[config.mk]
export PLATFORM = sky130hd
export DESIGN_NAME = w_stage_grf
export DESIGN_NICKNAME = d
export VERILOG_FILES = /design/src/rtl/mips_defs.sv /design/src/rtl/w_dst_decode.sv /design/src/rtl/w_stage_grf.sv
export SDC_FILE = /design/constraint.sdc
export NUM_CORES = 2
export LEC_CHECK = 0
export BUFFER_PORTS_ARGS = -buffer_cell sky130_fd_sc_hd__buf_2
export CAP_MARGIN = 5
export CORE_UTILIZATION = 50
export CTS_CLUSTER_SIZE = 8
export DETAILED_ROUTE_END_ITERATION = 8
export PLACE_DENSITY = 0.73
export RECOVER_POWER = 25
export SETUP_SLACK_MARGIN = 0.2
export SYNTH_ARGS = -nofsm -noshare
export SYNTH_HDL_FRONTEND = slang
export SYNTH_SLANG_ARGS = --single-unit
[constraint.sdc]
create_clock -name clk -period 7.1 [get_ports clk]
set_input_delay 1.42 -clock clk [delete_from_list [all_inputs] [get_ports clk]]
set_output_delay 1.42 -clock clk [all_outputs]
set_load 0.03 [all_outputs]
[src/rtl/mips_defs.sv]
// Shared MIPS definitions for the W stage: opcode and funct constants,
// the link register index and the write-back source selector.
package mips_defs;

    localparam logic [5:0] OP_RTYPE        = 6'h00;
    localparam logic [5:0] OP_ORI          = 6'h0d;
    localparam logic [5:0] OP_ADDIU        = 6'h09;
    localparam logic [5:0] OP_LUI          = 6'h0f;
    localparam logic [5:0] OP_LW           = 6'h23;
    localparam logic [5:0] OP_SW           = 6'h2b;
    localparam logic [5:0] OP_BEQ          = 6'h04;
    localparam logic [5:0] OP_JAL          = 6'h03;
    localparam logic [5:0] OP_BLEZ_BGEZALC = 6'h06;
    localparam logic [5:0] OP_LWSO         = 6'b110011;

    localparam logic [5:0] F_ADD  = 6'h20;
    localparam logic [5:0] F_ADDU = 6'h21;
    localparam logic [5:0] F_SUB  = 6'h22;
    localparam logic [5:0] F_SUBU = 6'h23;
    localparam logic [5:0] F_JR   = 6'h08;

    localparam logic [4:0] REG_RA = 5'd31;

    // Write-back data source
    typedef enum logic [1:0] {
        SEL_AO   = 2'd0,
        SEL_EXT  = 2'd1,
        SEL_RD   = 2'd2,
        SEL_LINK = 2'd3
    } wb_sel_e;

endpackage

[src/rtl/w_dst_decode.sv]
// Destination / write-back source decode for the W stage.
// Ports:
//   instr        in   W-stage instruction
//   bgezalc_con  in   bgezalc link condition
//   lwso_con     in   lwso write condition
//   we           out  instruction writes a register (before the $0 filter)
//   dst          out  destination register index
//   sel          out  write-back data source
module w_dst_decode
    import mips_defs::*;
(
    input  logic [31:0] instr,
    input  logic        bgezalc_con,
    input  logic        lwso_con,
    output logic        we,
    output logic [4:0]  dst,
    output wb_sel_e     sel
);

    logic [5:0] op;
    logic [5:0] funct;
    logic [4:0] rs;
    logic [4:0] rt;
    logic [4:0] rd;
    logic       unused_shamt;

    assign op           = instr[31:26];
    assign rs           = instr[25:21];
    assign rt           = instr[20:16];
    assign rd           = instr[15:11];
    assign funct        = instr[5:0];
    assign unused_shamt = ^instr[10:6];

    always_comb begin
        we  = 1'b0;
        dst = 5'd0;
        sel = SEL_AO;
        case (op)
            OP_RTYPE: begin
                if (funct == F_ADD || funct == F_ADDU ||
                    funct == F_SUB || funct == F_SUBU) begin
                    we  = 1'b1;
                    dst = rd;
                    sel = SEL_AO;
                end
            end
            OP_ORI, OP_ADDIU: begin
                we  = 1'b1;
                dst = rt;
                sel = SEL_AO;
            end
            OP_LUI: begin
                we  = 1'b1;
                dst = rt;
                sel = SEL_EXT;
            end
            OP_LW: begin
                we  = 1'b1;
                dst = rt;
                sel = SEL_RD;
            end
            OP_JAL: begin
                we  = 1'b1;
                dst = REG_RA;
                sel = SEL_LINK;
            end
            OP_BLEZ_BGEZALC: begin
                // Only the rs==rt, rt!=0 encoding is bgezalc; blez etc. never link
                if (rs == rt && rt != 5'd0 && bgezalc_con) begin
                    we  = 1'b1;
                    dst = REG_RA;
                    sel = SEL_LINK;
                end
            end
            OP_LWSO: begin
                if (lwso_con) begin
                    we  = 1'b1;
                    dst = rt;
                    sel = SEL_RD;
                end
            end
            default: begin
                we = 1'b0;
            end
        endcase
    end

endmodule

[src/rtl/w_stage_grf.sv]
// W-stage register file: decodes the W instruction, commits its result into
// the 32x32 GRF, serves the two D-stage read ports with W-to-D bypass,
// exports the forwarding triple and counts retired (non-nop) instructions.
// Ports:
//   clk, reset            clock; synchronous active-low reset
//   instr_w .. lwso_con_w W-stage pipeline fields
//   rs_addr, rt_addr      D-stage read addresses
//   rs_data, rt_data      bypassed read data
//   fwd_we/addr/data      W forwarding triple (addr/data zero when fwd_we=0)
//   retired               retired-instruction counter
// Optional: define GRF_TRACE_EN to print each committed write (simulation only).
module w_stage_grf
    import mips_defs::*;
#(
    parameter int RETIRE_W    = 32,
    parameter int LINK_OFFSET = 8
) (
    input  logic                clk,
    input  logic                reset,
    input  logic [31:0]         instr_w,
    input  logic [31:0]         pc_w,
    input  logic [31:0]         ext32_w,
    input  logic [31:0]         ao_w,
    input  logic [31:0]         rd_w,
    input  logic                bgezalc_con_w,
    input  logic                lwso_con_w,
    input  logic [4:0]          rs_addr,
    input  logic [4:0]          rt_addr,
    output logic [31:0]         rs_data,
    output logic [31:0]         rt_data,
    output logic                fwd_we,
    output logic [4:0]          fwd_addr,
    output logic [31:0]         fwd_data,
    output logic [RETIRE_W-1:0] retired
);

    logic        dec_we;
    logic [4:0]  dec_dst;
    wb_sel_e     dec_sel;
    logic [31:0] wb_data;
    logic [31:0] grf [32];

    w_dst_decode u_dec (
        .instr       (instr_w),
        .bgezalc_con (bgezalc_con_w),
        .lwso_con    (lwso_con_w),
        .we          (dec_we),
        .dst         (dec_dst),
        .sel         (dec_sel)
    );

    always_comb begin
        wb_data = ao_w;
        case (dec_sel)
            SEL_AO:   wb_data = ao_w;
            SEL_EXT:  wb_data = ext32_w;
            SEL_RD:   wb_data = rd_w;
            SEL_LINK: wb_data = pc_w + 32'(LINK_OFFSET);
            default:  wb_data = ao_w;
        endcase
    end

    // Writes to $0 are filtered here so they neither commit nor forward
    assign fwd_we   = dec_we && (dec_dst != 5'd0);
    assign fwd_addr = fwd_we ? dec_dst : 5'd0;
    assign fwd_data = fwd_we ? wb_data : 32'd0;

    always_comb begin
        rs_data = 32'd0;
        if (rs_addr != 5'd0) begin
            rs_data = (fwd_we && rs_addr == fwd_addr) ? fwd_data : grf[rs_addr];
        end
    end

    always_comb begin
        rt_data = 32'd0;
        if (rt_addr != 5'd0) begin
            rt_data = (fwd_we && rt_addr == fwd_addr) ? fwd_data : grf[rt_addr];
        end
    end

    always_ff @(posedge clk) begin
        if (!reset) begin
            for (int i = 0; i < 32; i++) begin
                grf[i] <= 32'd0;
            end
        end else if (fwd_we) begin
            grf[fwd_addr] <= fwd_data;
`ifdef GRF_TRACE_EN
            $display("@%h: $%d <= %h", pc_w, fwd_addr, fwd_data);
`endif
        end
    end

    always_ff @(posedge clk) begin
        if (!reset) begin
            retired <= '0;
        end else if (instr_w != 32'd0) begin
            retired <= retired + RETIRE_W'(1);
        end
    end

endmodule

==> qor.yml <==
yosys:
  yosysSeqAreaShare_pct: 55.5
  syn_area_mm2: 0.0565
  yosys.area.top_type: "edfxtp_1"
  ys.flop_type: "edfxtp_1"
  synth-edff-count: 1024
  syn_inst: 3914
  ys_ff_latch: 1056
  synth_common_cells: "1,072 x nor2_1, 1,024 x edfxtp_1, 640 x mux4_2"
  synth_area_leaders: "edfxtp_1 54%, mux4_2 25%, nor2_1 7.1%"
  yosysMostFrequentCell: "nor2_1"
  syn_area_per_cell_um2: 14.4
  synth_cell_types: 61
  async_flop_share_pct: 0
  yosys.area.top_type_share_pct: 54.4
  synth_warnings: 0
pwr:
  clkPwrFrac_pct: 40.5
  peakVddDrop_uv: 257
  power.switching_mw: 4.16
  p_sw_share_pct: 25.9
  p_comb_share_pct: 13.9
  seqPwrFrac_pct: 45.6
  intPower_mw: 11.9
  power.density_mw_per_mm2: 250
  p_leak_nw: 20.5
global_route:
  grt_pass1_wl_mm: 293
  antenna_found_initial: 22
  overflow: 0
  grt_use_total_pct: 36.5
  grt_max_degree: 111
  grt_pass1_vias: 40657
place:
  place_inst: 5510
  place_hpwl_mm: 131
  place.gp.congestion: 1.00
  portBuffers: 307
  place_ws_ps: 338
timing:
  fmax_mhz: 142
  fin_ws_ps: 66.8
  finalSetupViolations: 0
  tightest_slew_ps: 4630
  period_needed_ps: 7030
  slew_viol_final: 651
  skew_ps: 13.9
  tns_ps: 0
  period_share_pct: 99.1
  hold_viol: 0
  relSlewSlack_pct: -208
  rsz0062_at_grt: "false"
layout:
  layout.area.seq_mm2: 0.0314
  fin_nets: 4351
  fillers: 8642
  fin_cells: 5721
  fin_util_pct: 57.6
  area_growth_pct: 13.6
  final_layout_size_suffix_gt1_share_pct: 32.1
  multi_input_area_mm2: 0.0236
clock_tree:
  clkLatencyLatePin_ps: 770
  cts_root_buffer: "clkbuf_16"
  clk_pin_slew_ps: 50
  cts_tree: "done"
  htreeDepth: 4
  post_cts_buffers: 0
  cts.path.max_buffers: 3
  cts_made_buffers: 150
  clkSinkCount: 1056
floorplanning:
  num_rows: 122
  die_y_um: 338
  pin_count: 308
  start_util_pct: 50.7
  dieArea_mm2: 0.114
  coreArea_mm2: 0.111
  fp.dieW_um: 338
critical_path:
  r2r-end: "retired[31]"
  cp-start-kind: "input pin"
  crit_required_ps: 7550
  crit_path_end_kind: "flop"
  r2r_start: "retired[11]"
  critPathArrivalTime_ps: 7480
  rrSetupSlack_ps: 4350
  crit_type: "in -> reg"
  reg2regPathDepth: 7
  critPathMaxFanout: 33
drt:
  ant_nets: 0
  vias_per_cell: 7.13
  drt_iter0_markers: 6929
  firstDrtPassIters: 6
  drc: 0
  vias: 40813
  wl_mm: 210
  wl_per_cell_um: 36.6
min_path:
  min_path_cells: 2
  min_path_type: "reg -> reg"
  holdPathEnd: "retired[17]"
  hold_start: "retired[17]"
outcome:
  violations: "capacitance limit, slew limit"
  status: "finished with violations"
flow_run:
  maxCapViolCount: 19
## through the flow
step | hold slack [ps] | power (mW) | cell area (µm²)
floorplan | 618 | 8.72 | 56600
global placement | 492 | 9.53 | 60300
detailed placement | 501 | 9.57 | 60300
CTS | 506 | 16.0 | 64400
global route | 532 | 16.3 | 64200
finish | 510 | 16.0 | 64200
## registers in the layout, summed over array words and instances (netlist names)
name	cells
grf	1024
retired	32
## repair_timing
action | CTS | global route
hold buffers | 0 | 0
setup endpoints to repair | 0 | 1
resized for setup | 0 | 1
## area by class of cell
class	count	area share [%]
clock buffers	175	6.06
repair buffers	495	4.81
flip-flops and latches	1056	48.9
inverters	45	0.265
multi-input cells	2427	36.7
well taps	1488	2.90
diodes	21	0.0818
clock inverters	14	0.339
## worst max-delay path by stage
stage          depth (start not counted)           to         from  slack (ps)
2_1_floorplan                          9  rt_data[10]  instr_w[16]        1470
6_report                              11  grf[25][31]  instr_w[16]          70
5_1_grt                               11  rt_data[14]  instr_w[31]         190
3_5_place_dp                          11  rt_data[28]  instr_w[16]         340
4_1_cts                               11  rt_data[28]  instr_w[16]         310
3_3_place_gp                          11  rt_data[31]  instr_w[16]         390
## cells in the final DEF (no fill, tap or decap), types with 8 or more instances in the layout
cell type	n
a211oi_1	33
a21oi_1	8
a2bb2oi_1	17
a41oi_1	38
and2_1	9
and3_1	12
and4_1	8
buf_12	20
buf_2	262
buf_4	134
clkbuf_1	91
clkbuf_16	152
conb_1	32
dfxtp_1	32
diode_2	21
edfxtp_1	1024
inv_1	42
mux2_2	34
mux2i_1	34
mux4_2	640
nand2_1	72
nand2_2	52
nand2b_1	34
nand3_1	23
nand4_1	16
nor2_1	1070
nor3_1	20
nor4_1	13
o2111ai_1	14
o211ai_1	62
o21ai_0	42
or3_1	12
xnor2_1	31
xor2_1	25
## logic make-up (layout without fill, tap and decap cells)
group | after synthesis | after routing | share of synthesized area (%)
compound gates | 254 | 254 | 3.35
buf+inv | 462 | 729 | 3.40
mux | 708 | 708 | 26.8
other cells | 1 | 53 | 0.00663
flops | 1056 | 1056 | 55.5
simple gates | 1373 | 1373 | 9.99
xor+xnor | 58 | 58 | 0.899
fa+ha+maj | 2 | 2 | 0.0443
## worst max-delay path, cell delays in order
cell and delay [ps]:
clkbuf_1 210, nor4_1 410, o21a_1 260, nor3_2 120, nor3_4 670, buf_4 390
nor3_1 250, nand2_2 120, clkbuf_1 2090, nand2_2 920, buf_4 560
## per-layer routing
layer  global-route usage [%]  wire [µm]
met5                    0.875        342
met4                     24.6      17100
met3                     16.2      36200
met2                     52.8      90400
met1                     43.9      65400
## power by group through the flow
stage,sequential (mW),clock (mW),combinational [mW]
detailed placement,7.42,0,2.15
global route,7.35,6.72,2.25
finish,7.32,6.51,2.23
global placement,7.38,0,2.14
CTS,7.31,6.49,2.17
floorplan,7.36,0,1.36
Power figures use the tool's default switching activity.
